### config.mk
export PLATFORM = sky130hd
export DESIGN_NAME = mem_access_unit
export DESIGN_NICKNAME = d
export VERILOG_FILES = /design/src/rtl/mem_access_unit.sv
export SDC_FILE = /design/constraint.sdc
export NUM_CORES = 1
export LEC_CHECK = 0
export ABC_AREA = 1
export CORE_MARGIN = 2
export CORE_UTILIZATION = 46
export DETAILED_ROUTE_END_ITERATION = 8
export PLACE_DENSITY = 0.81
export SYNTH_ARGS = -nofsm -noshare
export SYNTH_HDL_FRONTEND = slang
export SYNTH_SLANG_ARGS = --single-unit
### constraint.sdc
create_clock -name clk -period 2.2 [get_ports clk]
set_clock_uncertainty 0.15 [all_clocks]
set_input_delay 0.44 -clock clk [delete_from_list [all_inputs] [get_ports clk]]
set_output_delay 0.44 -clock clk [all_outputs]
set_load 0.01 [all_outputs]
### src/rtl/mem_access_unit.sv
// rtl/mem_access_unit.sv - MEM stage: word-addressed memory access with byte-store read-modify-write
module mem_access_unit (
    input  logic        clk,
    input  logic        reset,
    input  logic [15:0] exmemALUout,
    input  logic [15:0] exmemRD1,
    input  logic [3:0]  exmemOP1,
    input  logic [2:0]  exmemregWrite,
    input  logic        exmemW,
    input  logic        exmemR,
    input  logic        exmemSB,
    input  logic        exmemF,
    output logic        memReq,
    output logic        memWe,
    output logic [14:0] memAddr,
    output logic [15:0] memWdata,
    input  logic [15:0] memRdata,
    input  logic        memAck,
    output logic        stall,
    output logic [15:0] memwbData,
    output logic [15:0] memwbALUout,
    output logic [3:0]  memwbOP1,
    output logic [2:0]  memwbregWrite,
    output logic        memwbF
);

    typedef enum logic [2:0] {
        IDLE    = 3'd0,
        RD_WAIT = 3'd1,
        WR_WAIT = 3'd2,
        RMW_RD  = 3'd3,
        RMW_WR  = 3'd4,
        DONE    = 3'd5
    } state_t;

    state_t      state;
    state_t      next_state;
    logic [15:0] rdata_q;
    logic        rd_op_q;
    logic        mem_op;
    logic        ack;
    logic [15:0] merged_word;

    assign mem_op = exmemSB | exmemW | exmemR;
    // An ack only counts while a request is actually outstanding.
    assign ack    = memReq & memAck;
    // Byte lane 0 is the high byte, lane 1 the low byte of the word.
    assign merged_word = exmemALUout[0] ? {memRdata[15:8], exmemRD1[7:0]}
                                        : {exmemRD1[7:0], memRdata[7:0]};

    // Next-state decode: store-byte beats write beats read when several are set.
    always_comb begin
        next_state = state;
        case (state)
            IDLE: begin
                if (exmemSB)     next_state = RMW_RD;
                else if (exmemW) next_state = WR_WAIT;
                else if (exmemR) next_state = RD_WAIT;
            end
            RD_WAIT: if (ack) next_state = DONE;
            WR_WAIT: if (ack) next_state = DONE;
            RMW_RD:  if (ack) next_state = RMW_WR;
            RMW_WR:  if (ack) next_state = DONE;
            DONE:    next_state = IDLE;
            default: next_state = IDLE;
        endcase
    end

    // Pipeline hold: asserted from decode until the access reaches DONE.
    always_comb begin
        stall = 1'b0;
        case (state)
            IDLE:    stall = mem_op;
            DONE:    stall = 1'b0;
            default: stall = 1'b1;
        endcase
    end

    // State register.
    always_ff @(posedge clk or negedge reset) begin
        if (!reset) state <= IDLE;
        else        state <= next_state;
    end

    // Memory port registers, computed from the upcoming state so they line up with it.
    always_ff @(posedge clk or negedge reset) begin
        if (!reset) begin
            memReq   <= 1'b0;
            memWe    <= 1'b0;
            memAddr  <= 15'h0000;
            memWdata <= 16'h0000;
        end else begin
            memReq <= (next_state inside {RD_WAIT, WR_WAIT, RMW_RD, RMW_WR});
            memWe  <= (next_state inside {WR_WAIT, RMW_WR});
            if (state == IDLE && next_state != IDLE)
                memAddr <= exmemALUout[15:1];
            if (state == IDLE && next_state == WR_WAIT)
                memWdata <= exmemRD1;
            else if (state == RMW_RD && ack)
                memWdata <= merged_word;
        end
    end

    // Read-data capture and a flag remembering that the current access is a plain read.
    always_ff @(posedge clk or negedge reset) begin
        if (!reset) begin
            rdata_q <= 16'h0000;
            rd_op_q <= 1'b0;
        end else begin
            if ((state == RD_WAIT || state == RMW_RD) && ack)
                rdata_q <= memRdata;
            if (state == IDLE)
                rd_op_q <= (next_state == RD_WAIT);
        end
    end

    // MEM/WB pipeline registers advance whenever the stage is not stalled.
    always_ff @(posedge clk or negedge reset) begin
        if (!reset) begin
            memwbData     <= 16'h0000;
            memwbALUout   <= 16'h0000;
            memwbOP1      <= 4'h0;
            memwbregWrite <= 3'b000;
            memwbF        <= 1'b0;
        end else if (!stall) begin
            memwbData     <= (state == DONE && rd_op_q) ? rdata_q : 16'h0000;
            memwbALUout   <= exmemALUout;
            memwbOP1      <= exmemOP1;
            memwbregWrite <= exmemregWrite;
            memwbF        <= exmemF;
        end
    end

endmodule

# ---- Yosys cells after proc, flatten, opt, wreduce, memory -nomap -nowiden
# Cells that the tools add are included.
dict set report totals {
  regBits 93
  inputBits 62
  output_inout_bits 74
  wordCells 47
}
dict set report classes {
  n_eq_ne 9
  mux 11
  n_bitwise 3
  reduce_logical 12
}
# cell count
set ops {}
lappend ops {{$mux 16} 4}
lappend ops {{$mux 3} 5}
lappend ops {{$eq 3x2->1 const B} 4}
lappend ops {{$eq 3x3->1 const B} 3}
lappend ops {{$pmux 3 s3} 1}
lappend ops {{$eq 3x1->1 const B} 2}
lappend ops {{$logic_and 1x1->1} 5}
lappend ops {{$reduce_bool 2->1} 2}
lappend ops {{$reduce_bool 4->1} 1}
lappend ops {{$logic_not 3->1} 1}
lappend ops {{$reduce_bool 3->1} 1}
lappend ops {{$reduce_or 3->1} 1}
lappend ops {{$or 1x1->1} 2}
lappend ops {{$pmux 1 s2} 1}
lappend ops {{$and 1x1->1} 1}
lappend ops {{$logic_or 1x1->1} 1}

# ---- Logic depth before layout (Yosys ltp)
dict set report depth {
  word_depth 7
  ltp_mapped 12
  mapped_depth_nobuf 11
}

# ---- Least setup slack after synthesis
# No wires, ideal clock.
dict set report synth_timing {
  kind {reg2out}
  startpoint {reg state[1]}
  endpoint {out stall}
  t_arrival_ps 1249
  required_ps 1610
  slack_ps 361
  stages_incl_launch_ff 8
  n_path_buf 3
  path_cell_list {dfrtp_1 > nor2_1 > nand2_2 > inv_2 > buf_6 > a21oi_2 > buf_4 > buf_4}
}
dict set report synth_via {
  elab_chain_len 2
  elab_cells_between_ends 3
  cone_classes {1 x eq/ne; 1 x mux; 1 x reduce/logical}
}
# element line
set synth_rtl {}
lappend synth_rtl {{from (decl)} 36} ;# state_t state;
lappend synth_rtl {{from (signal assigned)} 82} ;# else state <= next_state;
lappend synth_rtl {{$eq 3x3->1 or $logic_not 3->1 (tied branches)} 72} ;# case (state)
lappend synth_rtl {{$pmux 1 s2 (*)} 72}
lappend synth_rtl {{to (decl)} 19} ;# output logic stall,
# Mark *: on every way between the ends. The rest lies on a longest branch, timed or not.

# ---- Worst setup path in the final report
dict set report layout_timing {
  startpoint {reg state[0]}
  endpoint {out stall}
}
# The elaborated chain is that of the path after synthesis.

==> metrics.md <==
| Metric | Value |
|---|---|
| Status | `finished, final reports clean` |
| Tmin final | `2.04 ns` |
| Yosys warning count | `0` |
| Port buffer count | `135` |
| Mapped cell area | `4050 um2` |
| Number of enable flip-flop cells after synthesis | `0` |
| Endpoints failing setup | `0` |
| Primary FF master, synth | `dfrtp_1` |
| Worst-skew pair later-pin latency | `0.35 ns` |
| Share of cells above drive strength 1 | `10.4%` |
| Vias in the first global route | `3563` |
| GR Layer Usage met1 | `28.6%` |
| Die ar. | `9570 um2` |
| Area grow syn2layout | `44.1%` |
| Horiz. Die Dim | `97.8 um` |
| Worst Slack Setup Final | `0.160 ns` |
| Drt initial violations | `185` |
| Hpwl dp | `7540 um` |
| Sw Ratio | `38.0%` |
| Setup repair after global routing missed its margin | `false` |
| Register bit total from synthesis | `93` |
| Cell depth of the worst setup path | `5` |
| Max IR drop VDD | `0.742 mV` |
| Cell internal pwr | `0.00490 W` |
| GR Overflow Total | `0` |
| F_max | `490 MHz` |
| Part of the cycle the worst path needs | `92.7%` |
| Synth top area cells | `dfrtp_1 57%, nand2_1 15%, o21ai_0 7.3%` |
| Most common cell in the synthesized netlist | `nand2_1` |
| Clock transition at the registers of the reported paths | `0.09 ns` |
| TritonRoute pass-1 iters | `5` |
| Yosys cell types | `28` |
| Layout Nets | `655` |
| CTS buffer count | `9` |
| Crit-path cells | `nor2_1, nand2_2, inv_2, a21oi_4, clkbuf_2` |
| Post-Place Cells | `689` |
| Top Ports | `136` |
| Sequential element share of the synthesized area | `57.5%` |
| CP max FO | `5` |
| DRC violations left | `0` |
| Clk buf depth | `2` |
| Synth top area share | `57.5%` |
| DR WL/cell | `14.7 um` |
| Tightest Pin Transition | `0.529 ns` |
| Dpl ws | `-0.268 ns` |
| Top Family by Delay on Critical Path | `flip-flops` |
| Via count | `3597` |
| Endpoints failing hold | `0` |
| Sequential power share | `37.1%` |
| Slew headroom | `64.8%` |
| P_sw | `0.00301 W` |
| Critical path type | `register to output port` |
| FP Rows | `34` |
| Clock sinks | `93` |
| CP required | `1.61 ns` |
| Comb pwr share | `48.1%` |
| LEAKAGE | `2.77 nW` |
| Mapped Nets | `512` |
| Async SR Flop Fraction | `100%` |
| CTS root buf | `clkbuf_8` |
| Util after Layout | `67.6%` |
| Largest stage delay on the critical path | `0.44 ns` |
| Yosys top cell by area | `dfrtp_1` |
| Mapped Cells | `450` |
| R2R cell count | `9` |
| Initial antenna violation count | `0` |
| Vias per cell | `5.09` |
| Placer congestion estimate | `0.896` |
| Critical path launch point type | `register` |
| Layer with the highest usage | `met2` |
| M2 GR Usage | `37.7%` |
| Starting Density | `46.9%` |
| Worst hold slack | `0.337 ns` |
| Pwr/cell area | `1360 nW/um2` |
| Slew Viols, Final | `0` |
| Pin count of the biggest net entering global routing | `57` |
| Die span in y | `97.8 um` |
| ANT nets after route | `0` |
| Non-Filler Instances | `706` |
| # diodes | `0` |
| Syn avg cell area | `9.00 um2` |
| Most common library cells after synthesis | `167 x nand2_1, 93 x dfrtp_1, 59 x o21ai_0, 36 x inv_1, 17 x nand3_1` |
| Met3 Use GR | `5.73%` |
| Slowest-stage cell, CP | `dfrtp_1` |
| Core area | `8640 um2` |
| Buf/Inv on CP | `2` |
| Clk pwr share | `14.9%` |
| Post-CTS Setup Bufs | `0` |
| Hold Path Depth | `2` |
| # H-tree levels | `3` |
| Total GRT Usage | `22.3%` |
| Worst Hold Class | `register to register` |
| CP arrival | `1.45 ns` |
| Routed WL | `10400 um` |
| CTS tree | `built` |
| Max Cap Viol | `0` |
| First-pass GRT wire length | `17200 um` |
| CP endpoint kind | `output port` |
==> layer usage <==
layer	up-vias	part of all wire [%]
li1	1713	-
met1	1710	41
met2	163	50
met3	11	7.8
met4	0	0.95
met5	-	0
==> power groups by stage <==
stage | Combinational [W] | Sequential, W | Clock, W
final | 0.00380 | 0.00293 | 0.00118
after global routing | 0.00415 | 0.00304 | 0.00127
after CTS | 0.00383 | 0.00293 | 0.00120
after detailed placement | 0.00381 | 0.00295 | 0
after global placement | 0.00367 | 0.00293 | 0
after floorplan | 0.00162 | 0.00318 | 0
==> tightest hold or removal path, delay by kind of cell, from the launching register on <==
| family | cells | cell delay [ns] |
|---|---|---|
| AND/OR/NAND/NOR | 1 | 0.05 |
| flip-flops | 1 | 0.35 |
| AO/OA/AOI/OAI | 1 | 0.06 |
==> logic make-up (layout without fill, tap and decap cells) <==
| logic type | Yosys count | in the layout | synth area share [%] |
|---|---|---|---|
| flops | 93 | 93 | 57.5 |
| compound gates | 72 | 72 | 9.45 |
| simple gates | 208 | 208 | 22.5 |
| buf+inv | 63 | 211 | 6.95 |
| mux | 13 | 13 | 3.46 |
| xor+xnor | 1 | 1 | 0.216 |
==> registers in the layout, indices dropped and copies added, names as in the netlist <==
signal / cells
memwbF: 1
memReq: 1
memWdata: 16
memwbregWrite: 3
memwbOP1: 4
memAddr: 15
rdata_q: 16
memwbALUout: 16
rd_op_q: 1
memWe: 1
state: 3
memwbData: 16
==> repair_timing <==
action                                 in CTS  in global routing
pin swaps                                   1                  0
endpoints found under the hold margin      40                  0
setup endpoints to repair                   1                 10
gates resized for setup                     2                  5
hold buffers                                1                  0
==> through the flow <==
stage          power [W]  instance area [um2]  TNS (ns)
2_1_floorplan    0.00480                 4050         0
3_3_place_gp     0.00659                 5620     -1.93
3_5_place_dp     0.00676                 5620     -3.12
4_1_cts          0.00797                 5830         0
5_1_grt          0.00847                 5830         0
6_report         0.00791                 5830         0
==> layout by cell type (no fill, tap or decap), types with 2 or more instances in the layout <==
| master | synthesis | routed |
|---|---|---|
| nand3b_1 | 8 | 8 |
| inv_2 | 7 | 6 |
| o21ai_0 | 59 | 59 |
| inv_1 | 36 | 36 |
| a32o_1 | 3 | 3 |
| a21oi_1 | 2 | 2 |
| clkdlybuf4s50_1 | 0 | 133 |
| buf_4 | 5 | 10 |
| nand3_1 | 17 | 17 |
| nor2_1 | 5 | 4 |
| o21ai_1 | 6 | 6 |
| dfrtp_1 | 93 | 92 |
| clkinvlp_4 | 0 | 2 |
| mux2i_1 | 5 | 5 |
| nand4_1 | 2 | 2 |
| buf_12 | 0 | 6 |
| clkbuf_8 | 0 | 9 |
| mux2_2 | 8 | 8 |
| nand2_2 | 3 | 3 |
| inv_6 | 0 | 3 |
| nand2_1 | 167 | 167 |
==> worst paths after layout <==
path	start	end	slack [ns]
max	state[0]	stall	0.16
min	memwbData[15]	memwbData[15]	0.34
max reg2reg	state[1]	memWdata[3]	0.16
min reg2reg	memwbData[15]	memwbData[15]	0.34
max in group asynchronous	reset	memWdata[4]	0.85
min in group asynchronous	reset	memWe	0.44
==> cell type report <==
type	count	area, um2
fill	701	2800
timing repair buffer	152	1550
sequential	93	2330
inverter	43	163
multi-input combinational	294	1450
tap	108	135
clock inverter	7	80.1
clock buffer	9	124
Power figures use the tool's default switching activity.
